==> config.mk <==
export PLATFORM = sky130hd
export DESIGN_NAME = pc_redirect_arbiter
export DESIGN_NICKNAME = d
export VERILOG_FILES = /design/src/rtl/pc_redirect_arbiter.sv
export SDC_FILE = /design/constraint.sdc
export NUM_CORES = 1
export LEC_CHECK = 0
export ABC_AREA = 1
export CAP_MARGIN = 20
export CELL_PAD_IN_SITES_DETAIL_PLACEMENT = 0
export CELL_PAD_IN_SITES_GLOBAL_PLACEMENT = 1
export CORE_ASPECT_RATIO = 2
export CORE_MARGIN = 1.5
export CORE_UTILIZATION = 28
export DETAILED_ROUTE_END_ITERATION = 7
export PLACE_DENSITY_LB_ADDON = 0.08
export SYNTH_ARGS = -nofsm -noshare
export SYNTH_HDL_FRONTEND = slang
export SYNTH_SLANG_ARGS = --single-unit
==> constraint.sdc <==
create_clock -name clk -period 1.69 [get_ports clk]
set_input_delay 0.169 -clock clk [delete_from_list [all_inputs] [get_ports clk]]
set_output_delay 0.169 -clock clk [all_outputs]
set_load 0.01 [all_outputs]
==> src/rtl/pc_redirect_arbiter.sv <==
// pc_redirect_arbiter
// Registered fixed-priority merge of NUM_SRC redirect requests into the fetch
// PC mux. The winning target is held under a valid/ready handshake. An accept
// starts a FLUSH_CYCLES-long flush window. Requests that cannot be taken are
// counted in a saturating 8-bit counter.
module pc_redirect_arbiter #(
   parameter  int NUM_SRC      = 2,
   parameter  int ADDR_W       = 32,
   parameter  int FLUSH_CYCLES = 2,
   localparam int SRC_W        = (NUM_SRC > 1) ? $clog2(NUM_SRC) : 1
) (
   input  logic                      clk,
   input  logic                      rst_n,
   input  logic [NUM_SRC-1:0]        req,
   input  logic [NUM_SRC*ADDR_W-1:0] req_addr,
   input  logic                      fetch_ready,
   output logic                      pcsrc,
   output logic [ADDR_W-1:0]         addr_out,
   output logic [SRC_W-1:0]          redirect_src,
   output logic                      flush,
   output logic [7:0]                drop_cnt
);

   typedef enum logic [1:0] {
      IDLE  = 2'd0,
      HOLD  = 2'd1,
      FLUSH = 2'd2
   } state_t;

   localparam logic [3:0] FL_INIT = 4'(FLUSH_CYCLES);

   state_t            state;
   logic [3:0]        fl_cnt;

   logic              any_req;
   logic [SRC_W-1:0]  win_idx;
   logic [ADDR_W-1:0] win_addr;
   logic              take;
   logic              drop;

   // Fixed-priority pick: the lowest requesting index wins.
   always_comb begin
      // NOTE: every always_comb output gets a default first; otherwise a path
      // that skips the assignment would infer a latch.
      any_req  = |req;
      win_idx  = '0;
      win_addr = '0;
      for (int i = NUM_SRC - 1; i >= 0; i--) begin
         if (req[i]) begin
            win_idx  = SRC_W'(i);
            win_addr = req_addr[i*ADDR_W +: ADDR_W];
         end
      end
   end

   // Decide whether this cycle's winner is taken (capture/replace) or dropped.
   // The last flush cycle behaves like IDLE, so a request sampled on the edge
   // where flush falls is captured and redirects are FLUSH_CYCLES+1 apart.
   always_comb begin
      take = 1'b0;
      unique case (state)
         IDLE:    take = any_req;
         HOLD:    take = any_req &&
                         ((fetch_ready && FLUSH_CYCLES == 0) ||
                          (!fetch_ready && (win_idx < redirect_src)));
         FLUSH:   take = any_req && (fl_cnt <= 4'd1);
         default: take = 1'b0;
      endcase
      drop = any_req && !take;
   end

   // Redirect FSM with registered outputs and the saturating drop counter.
   always_ff @(posedge clk or negedge rst_n) begin
      if (!rst_n) begin
         // NOTE: sequential state uses non-blocking assignments so every
         // register samples pre-edge values regardless of statement order.
         state        <= IDLE;
         pcsrc        <= 1'b0;
         addr_out     <= '0;
         redirect_src <= '0;
         flush        <= 1'b0;
         fl_cnt       <= '0;
         drop_cnt     <= '0;
      end else begin
         if (drop && drop_cnt != 8'hFF) begin
            drop_cnt <= drop_cnt + 8'd1;
         end

         unique case (state)
            IDLE: begin
               if (take) begin
                  state        <= HOLD;
                  pcsrc        <= 1'b1;
                  addr_out     <= win_addr;
                  redirect_src <= win_idx;
               end
            end

            HOLD: begin
               if (take) begin
                  // Back-to-back capture or higher-priority replace.
                  addr_out     <= win_addr;
                  redirect_src <= win_idx;
               end else if (fetch_ready) begin
                  pcsrc        <= 1'b0;
                  addr_out     <= '0;
                  redirect_src <= '0;
                  if (FLUSH_CYCLES > 0) begin
                     state  <= FLUSH;
                     flush  <= 1'b1;
                     fl_cnt <= FL_INIT;
                  end else begin
                     state <= IDLE;
                  end
               end
            end

            FLUSH: begin
               if (fl_cnt <= 4'd1) begin
                  flush  <= 1'b0;
                  fl_cnt <= '0;
                  if (take) begin
                     state        <= HOLD;
                     pcsrc        <= 1'b1;
                     addr_out     <= win_addr;
                     redirect_src <= win_idx;
                  end else begin
                     state <= IDLE;
                  end
               end else begin
                  fl_cnt <= fl_cnt - 4'd1;
               end
            end

            default: begin
               state        <= IDLE;
               pcsrc        <= 1'b0;
               addr_out     <= '0;
               redirect_src <= '0;
               flush        <= 1'b0;
               fl_cnt       <= '0;
            end
         endcase
      end
   end

endmodule

=== After elaboration in Yosys (flattened, before gate mapping) ===
Index checks and enable logic that the tools add are counted.

* Bits in registers: 49
* Input bits: 69
* Word-level logic and storage cells: 67

* $add $sub $neg: 2
* Magnitude comparators: 2
* Equality and inequality tests: 8
* Mux-type cells: 33
* Bitwise gates (word level): 1
* Reduce and logical (&&, ||, !) cells: 14

{| class="wikitable"
|+ Operators with widths
! cell !! number
|-
| 2-to-1 mux 32 bit || 6
|-
| case mux 32 bit (3 select lines) || 1
|-
| 2-to-1 mux 1 bit || 13
|-
| 2-to-1 mux 4 bit || 3
|-
| case mux 1 bit (3 select lines) || 4
|-
| case mux 4 bit (3 select lines) || 1
|-
| adder 8 x 1 -> 8 bit, second input constant || 1
|-
| 2-to-1 mux 2 bit || 4
|-
| inequality test 2 bit, second input constant || 4
|-
| inequality test 8 bit, second input constant || 1
|-
| AND reduction 4 bit || 2
|-
| case mux 2 bit (3 select lines) || 1
|-
| AND reduction 3 bit || 2
|-
| logical AND 1 bit || 5
|-
| less-or-equal comparator 4 x 1 -> 1 bit, second input constant || 1
|-
| subtractor 4 x 1 -> 4 bit, second input constant || 1
|-
| inequality test 3 bit, second input constant || 1
|-
| == test 2 x 1 -> 1 bit, second input constant || 1
|-
| == test 2 bit, second input constant || 1
|-
| logical NOT 1 bit || 2
|-
| logical NOT 2 bit || 1
|-
| AND reduction 2 bit || 1
|-
| OR reduction 2 bit || 1
|-
| less-than comparator 1 bit || 1
|-
| NOT 1 bit || 1
|}

=== Logic depth before layout (Yosys ltp) ===
* Depth after elaboration: 9
* Mapped depth: 14
* Mapped depth without buffers: 14

=== Least setup slack after synthesis ===
No wires, ideal clock.

* Path kind: reg2reg
* Start point: reg fl_cnt[0]
* End point: reg addr_out[22]
* Arrival: 1.522 ns
* Required time: 1.569 ns
* Setup slack: 0.047 ns
* Stages on the path, launching flop included: 15
* Buffers on the path: 1
* Period minus slack after synthesis: 1.643 ns
* Cells stage by stage: dfrtp_1 > inv_1 > ha_1 > inv_1 > nand2_1 > nand2_1 > nand2_2 > nand3_2 > nand2_4 > nand2_4 > nand2_8 > nand2_4 > buf_6 > nand2_1 > o21ai_1

* Cells in the longest elaborated chain, start to end: 6

{| class="wikitable"
|+ RTL lines
! item !! RTL line !! RTL
|-
| from (decl) || 33 || <nowiki>logic [3:0] fl_cnt;</nowiki>
|-
| from (signal assigned) || 131 || <nowiki>fl_cnt <= fl_cnt - 4'd1;</nowiki>
|-
| less-or-equal comparator 4 x 1 -> 1 bit (*) || 66, 119 ||
|-
| logical AND 1 bit || 66 || <nowiki>FLUSH: take = any_req && (fl_cnt <= 4'd1);</nowiki>
|-
| case mux 1 bit (3 select lines) || 61 || <nowiki>unique case (state)</nowiki>
|-
| 2-to-1 mux 32 bit (2 in series) || - ||
|-
| case mux 32 bit (3 select lines) || 89 || <nowiki>unique case (state)</nowiki>
|-
| to (signal assigned) || 94 || <nowiki>addr_out <= win_addr;</nowiki>
|-
| to (signal assigned) || 102 || <nowiki>addr_out <= win_addr;</nowiki>
|-
| to (signal assigned) || 125 || <nowiki>addr_out <= win_addr;</nowiki>
|-
| to (decl) || 18 || <nowiki>output logic [ADDR_W-1:0] addr_out,</nowiki>
|}

Mark *: on every way between the ends. The rest lies on a longest branch, timed or not. The select of a mux whose other input is x is not followed.
A chain may end at the register's enable or synchronous reset.

=== Worst setup path in the final report ===
* Start point: reg state[0]
* End point: reg addr_out[11]

* Cells in the longest elaborated chain, start to end: 5

{| class="wikitable"
|+ RTL lines
! item !! RTL line !! RTL
|-
| from (decl) || 32 || <nowiki>state_t state;</nowiki>
|-
| from (signal assigned) || 77 || <nowiki>state <= IDLE;</nowiki>
|-
| from (signal assigned) || 92 || <nowiki>state <= HOLD;</nowiki>
|-
| from (signal assigned) || 109 || <nowiki>state <= FLUSH;</nowiki>
|-
| == test 2 bit (tied with other cells) || 61, 89 ||
|-
| case mux 1 bit (3 select lines) || 61 ||
|-
| 2-to-1 mux 32 bit (2 in series) || - ||
|-
| case mux 32 bit (3 select lines) || 89 ||
|}

Parallel ways exist; a longest one is shown, timed or not. The select of a mux whose other input is x is not followed.

==> impl_metrics.py <==
metrics = {
    "status": {
        "outcome": "finished with violations",
        "violations": "setup timing",
    },
    "logic_synthesis": {
        "yosysTopAreaCellShare_pct": 41.2,
        "syn_nets": 468,
        "ys_seq_area_share_pct": 41.2,
        "netlist_area_mm2": 0.00297,
        "synth.area.top_cells": "dfrtp_1, nand3_1, nand2_1",
        "synth_cell_types": 29,
        "ys_ff_latch": 49,
        "synth_area_per_cell_um2": 7.58,
        "syn-instance-count": 392,
        "yosys.area.top_type": "dfrtp_1",
        "yosys_warnings": 0,
    },
    "clock_network": {
        "cts-root-buf": "clkbuf_16",
        "cts_inserted_buffers": 5,
        "cts_sinks": 49,
        "clk_path_buf_depth": 2,
        "clkLatencyLatePin_ps": 290,
        "clk_pin_slew_worst_paths_ps": 60,
        "htree_levels": 2,
        "cts_tree": "yes",
    },
    "sta": {
        "period_share_pct": 104,
        "worst_pin_slew_ps": 522,
        "min_period_ps": 1760,
        "skew_ps": 2.59,
        "max_slew_margin_pct": 64.9,
        "max_freq_mhz": 568,
        "setup_slack_ps": -69.7,
        "rsz0062_at_grt": "yes",
        "finalSetupViolCount": 33,
        "drv_slew": 0,
        "finalHoldViolCount": 0,
    },
    "worst_setup_path": {
        "crit_slowest_cell": "dfrtp_1",
        "cp-end-kind": "register",
        "path_buf_inv": 3,
        "crit_chain": "inv_2 > ha_2 > inv_1 > nand2_1 > nand3_4 > nand2_4 > nand2_4 > nand2_8 > nand2_8 > clkbuf_16 > nand2_2 > o21ai_2",
        "criticalPathCategory": "reg -> reg",
        "worst-path-max-fanout": 6,
        "critPathTopFamily": "simple AND/OR/NAND/NOR gates",
        "start_kind": "register",
        "critPathRequiredTime_ps": 1870,
        "cpPeakStageDelay_ps": 440,
        "crit_arrival_ps": 1940,
    },
    "floorplan": {
        "core_mm2": 0.0104,
        "die-area_mm2": 0.0113,
        "die_w_um": 75.9,
        "die_h_um": 149,
        "io_pins": 112,
        "rows": 53,
        "start_util_pct": 28.6,
    },
    "global_route": {
        "grt_pass1_vias": 3154,
        "grt_usage_pct": 17.7,
        "antenna_found_initial": 1,
        "gr-total-overflow": 0,
        "grt_pass1_wl_mm": 15.1,
        "grt_start_max_net_pins": 42,
    },
    "detailed_routing": {
        "ant_nets": 0,
        "wl_per_cell_um": 14.7,
        "vias_per_cell": 4.70,
        "first_pass_iters": 4,
        "num_vias": 3114,
        "drc": 0,
        "drtIter0Drc": 85,
        "totalWireLength_mm": 9.72,
    },
    "power_and_ir_drop": {
        "p_leak_uw": 0.00222,
        "max-vdd-ir-drop_uv": 698,
        "p_per_area_mw_per_mm2": 1630,
    },
    "layout": {
        "post-route-util_pct": 46.6,
        "seq_area_mm2": 0.00123,
        "final_cells": 663,
        "fillCellCount": 1080,
        "layout.nets": 600,
        "drive_gt1_share_pct": 20.6,
        "multi_input_area_mm2": 0.00164,
        "areaGrowthSynthToFinish_pct": 63.3,
    },
    "flow_run": {
        "cap_viol_max_count": 0,
    },
    "placement": {
        "hpwlAfterDp_mm": 7.04,
        "globalplace.congestion": 0.803,
        "dp_cells": 645,
        "numPortBuffers": 111,
    },
    "hold_path": {
        "hp-class": "in -> async",
    },
}
==> Yosys cell counts <==
master    count
a21oi_1       1
buf_1         5
buf_2         9
buf_4         1
buf_6         9
clkbuf_1      3
dfrtp_1      49
ha_1          7
inv_1        22
inv_2         4
nand2_1      98
nand2_2       2
nand2_4       4
nand2_8       1
nand3_1     106
nand3_2       1
nand3_4       1
nand3b_1      1
nand4_1       2
nor2_1        7
nor2_2        1
nor3_1        3
o211ai_1      1
o21ai_0      17
o21ai_1      30
o21ai_2       1
or2_2         1
xnor2_1       1
xor2_1        4
==> area by class of cell <==
| type | instances | area share, % |
|---|---|---|
| diodes | 1 | 0.0515 |
| clock buffers | 8 | 2.81 |
| inverters | 26 | 2.06 |
| multi-input cells | 290 | 33.8 |
| flip-flops and latches | 49 | 25.3 |
| well taps | 137 | 3.53 |
| repair buffers | 152 | 32.5 |
==> stage by stage <==
step / power (uW) / instance area [um^2] / setup TNS, ps / setup slack, ps / hold WS (ps)
2_1_floorplan: 4210 / 2970 / 0 / 47.2 / -127
3_3_place_gp: 5950 / 4380 / -927 / -41.8 / 148
3_5_place_dp: 6010 / 4380 / -2310 / -102 / 155
4_1_cts: 7270 / 4610 / -1720 / -65.4 / 375
5_1_grt: 8510 / 4860 / -5880 / -165 / 432
6_report: 7940 / 4860 / -1520 / -69.7 / 366
==> kinds of logic after synthesis <==
group / synth area share (%)
adders and majority gates: 2.95
DFF: 41.2
xor gates and xnor gates: 1.47
and+or+nand+nor: 36.2
AOI/OAI and AO/OA: 8.63
buffers and inverters: 9.47
==> final timing paths <==
check	startpoint	to	slack, ps	depth (start not counted)
worst max-delay path	state[0]	addr_out[11]	-70	12
worst min-delay path	rst_n	addr_out[8]	370	2
worst max register to register	state[0]	addr_out[11]	-70	12
worst min register to register	addr_out[26]	addr_out[26]	490	2
max in group asynchronous	rst_n	addr_out[21]	630	3
min in group clk	addr_out[26]	addr_out[26]	490	2
==> power breakdown <==
group          internal [uW]  leakage, uW  switching [uW]
Clock                    552    0.0000652             419
Combinational           2490      0.00151            2530
Sequential              1590     0.000643             349
Total                   4630      0.00222            3300
==> repair_timing <==
action                                 in CTS  in global routing
resized for setup                          13                 58
setup endpoints to repair                  43                 48
endpoints found under the hold margin      18                  0
cloned                                      1                  3
buffers inserted                            2                  2
pin swaps                                   6                  9
hold buffers                                1                  0
==> registers in the layout, summed over array words and instances (netlist names) <==
name	flops
redirect_src	1
drop_cnt	8
fl_cnt	4
pcsrc	1
addr_out	32
state	2
flush	1
==> worst register-to-register path: stages (launching register included) <==
cell       delay (ps)
dfrtp_1           440
inv_2              90
ha_2              210
inv_1              50
nand2_1           100
nand3_4            90
nand2_4            90
nand2_4            80
nand2_8           130
nand2_8            90
clkbuf_16         180
nand2_2            60
o21ai_2            50
==> metal layers <==
layer | GRT usage, % | part of all wire, % | vias up
met5 | 0 | 0 | -
met4 | 7.95 | 3.3 | 0
met3 | 2.98 | 4.0 | 17
met2 | 33.3 | 58 | 80
met1 | 17.9 | 35 | 1444
li1 | - | - | 1573
==> cells in the final DEF, fill, tap and decap left out, types with 2 or more instances in the layout <==
| master | instances |
|---|---|
| ha_2 | 2 |
| nor2_1 | 7 |
| nand2_2 | 19 |
| buf_4 | 25 |
| clkbuf_16 | 7 |
| buf_8 | 2 |
| xor2_1 | 4 |
| nand4_1 | 2 |
| dfrtp_1 | 49 |
| buf_12 | 6 |
| clkdlybuf4s50_1 | 110 |
| o21ai_1 | 26 |
| nand2_8 | 2 |
| clkbuf_1 | 3 |
| inv_2 | 8 |
| nand2_1 | 76 |
| nand2_4 | 8 |
| inv_1 | 17 |
| nand3_4 | 2 |
| buf_6 | 4 |
| o21ai_0 | 8 |
| ha_1 | 4 |
| nand3_1 | 103 |
| nand3_2 | 3 |
| o21ai_2 | 14 |
| nor3_1 | 3 |
No activity file was read; power rests on OpenSTA's default activity.
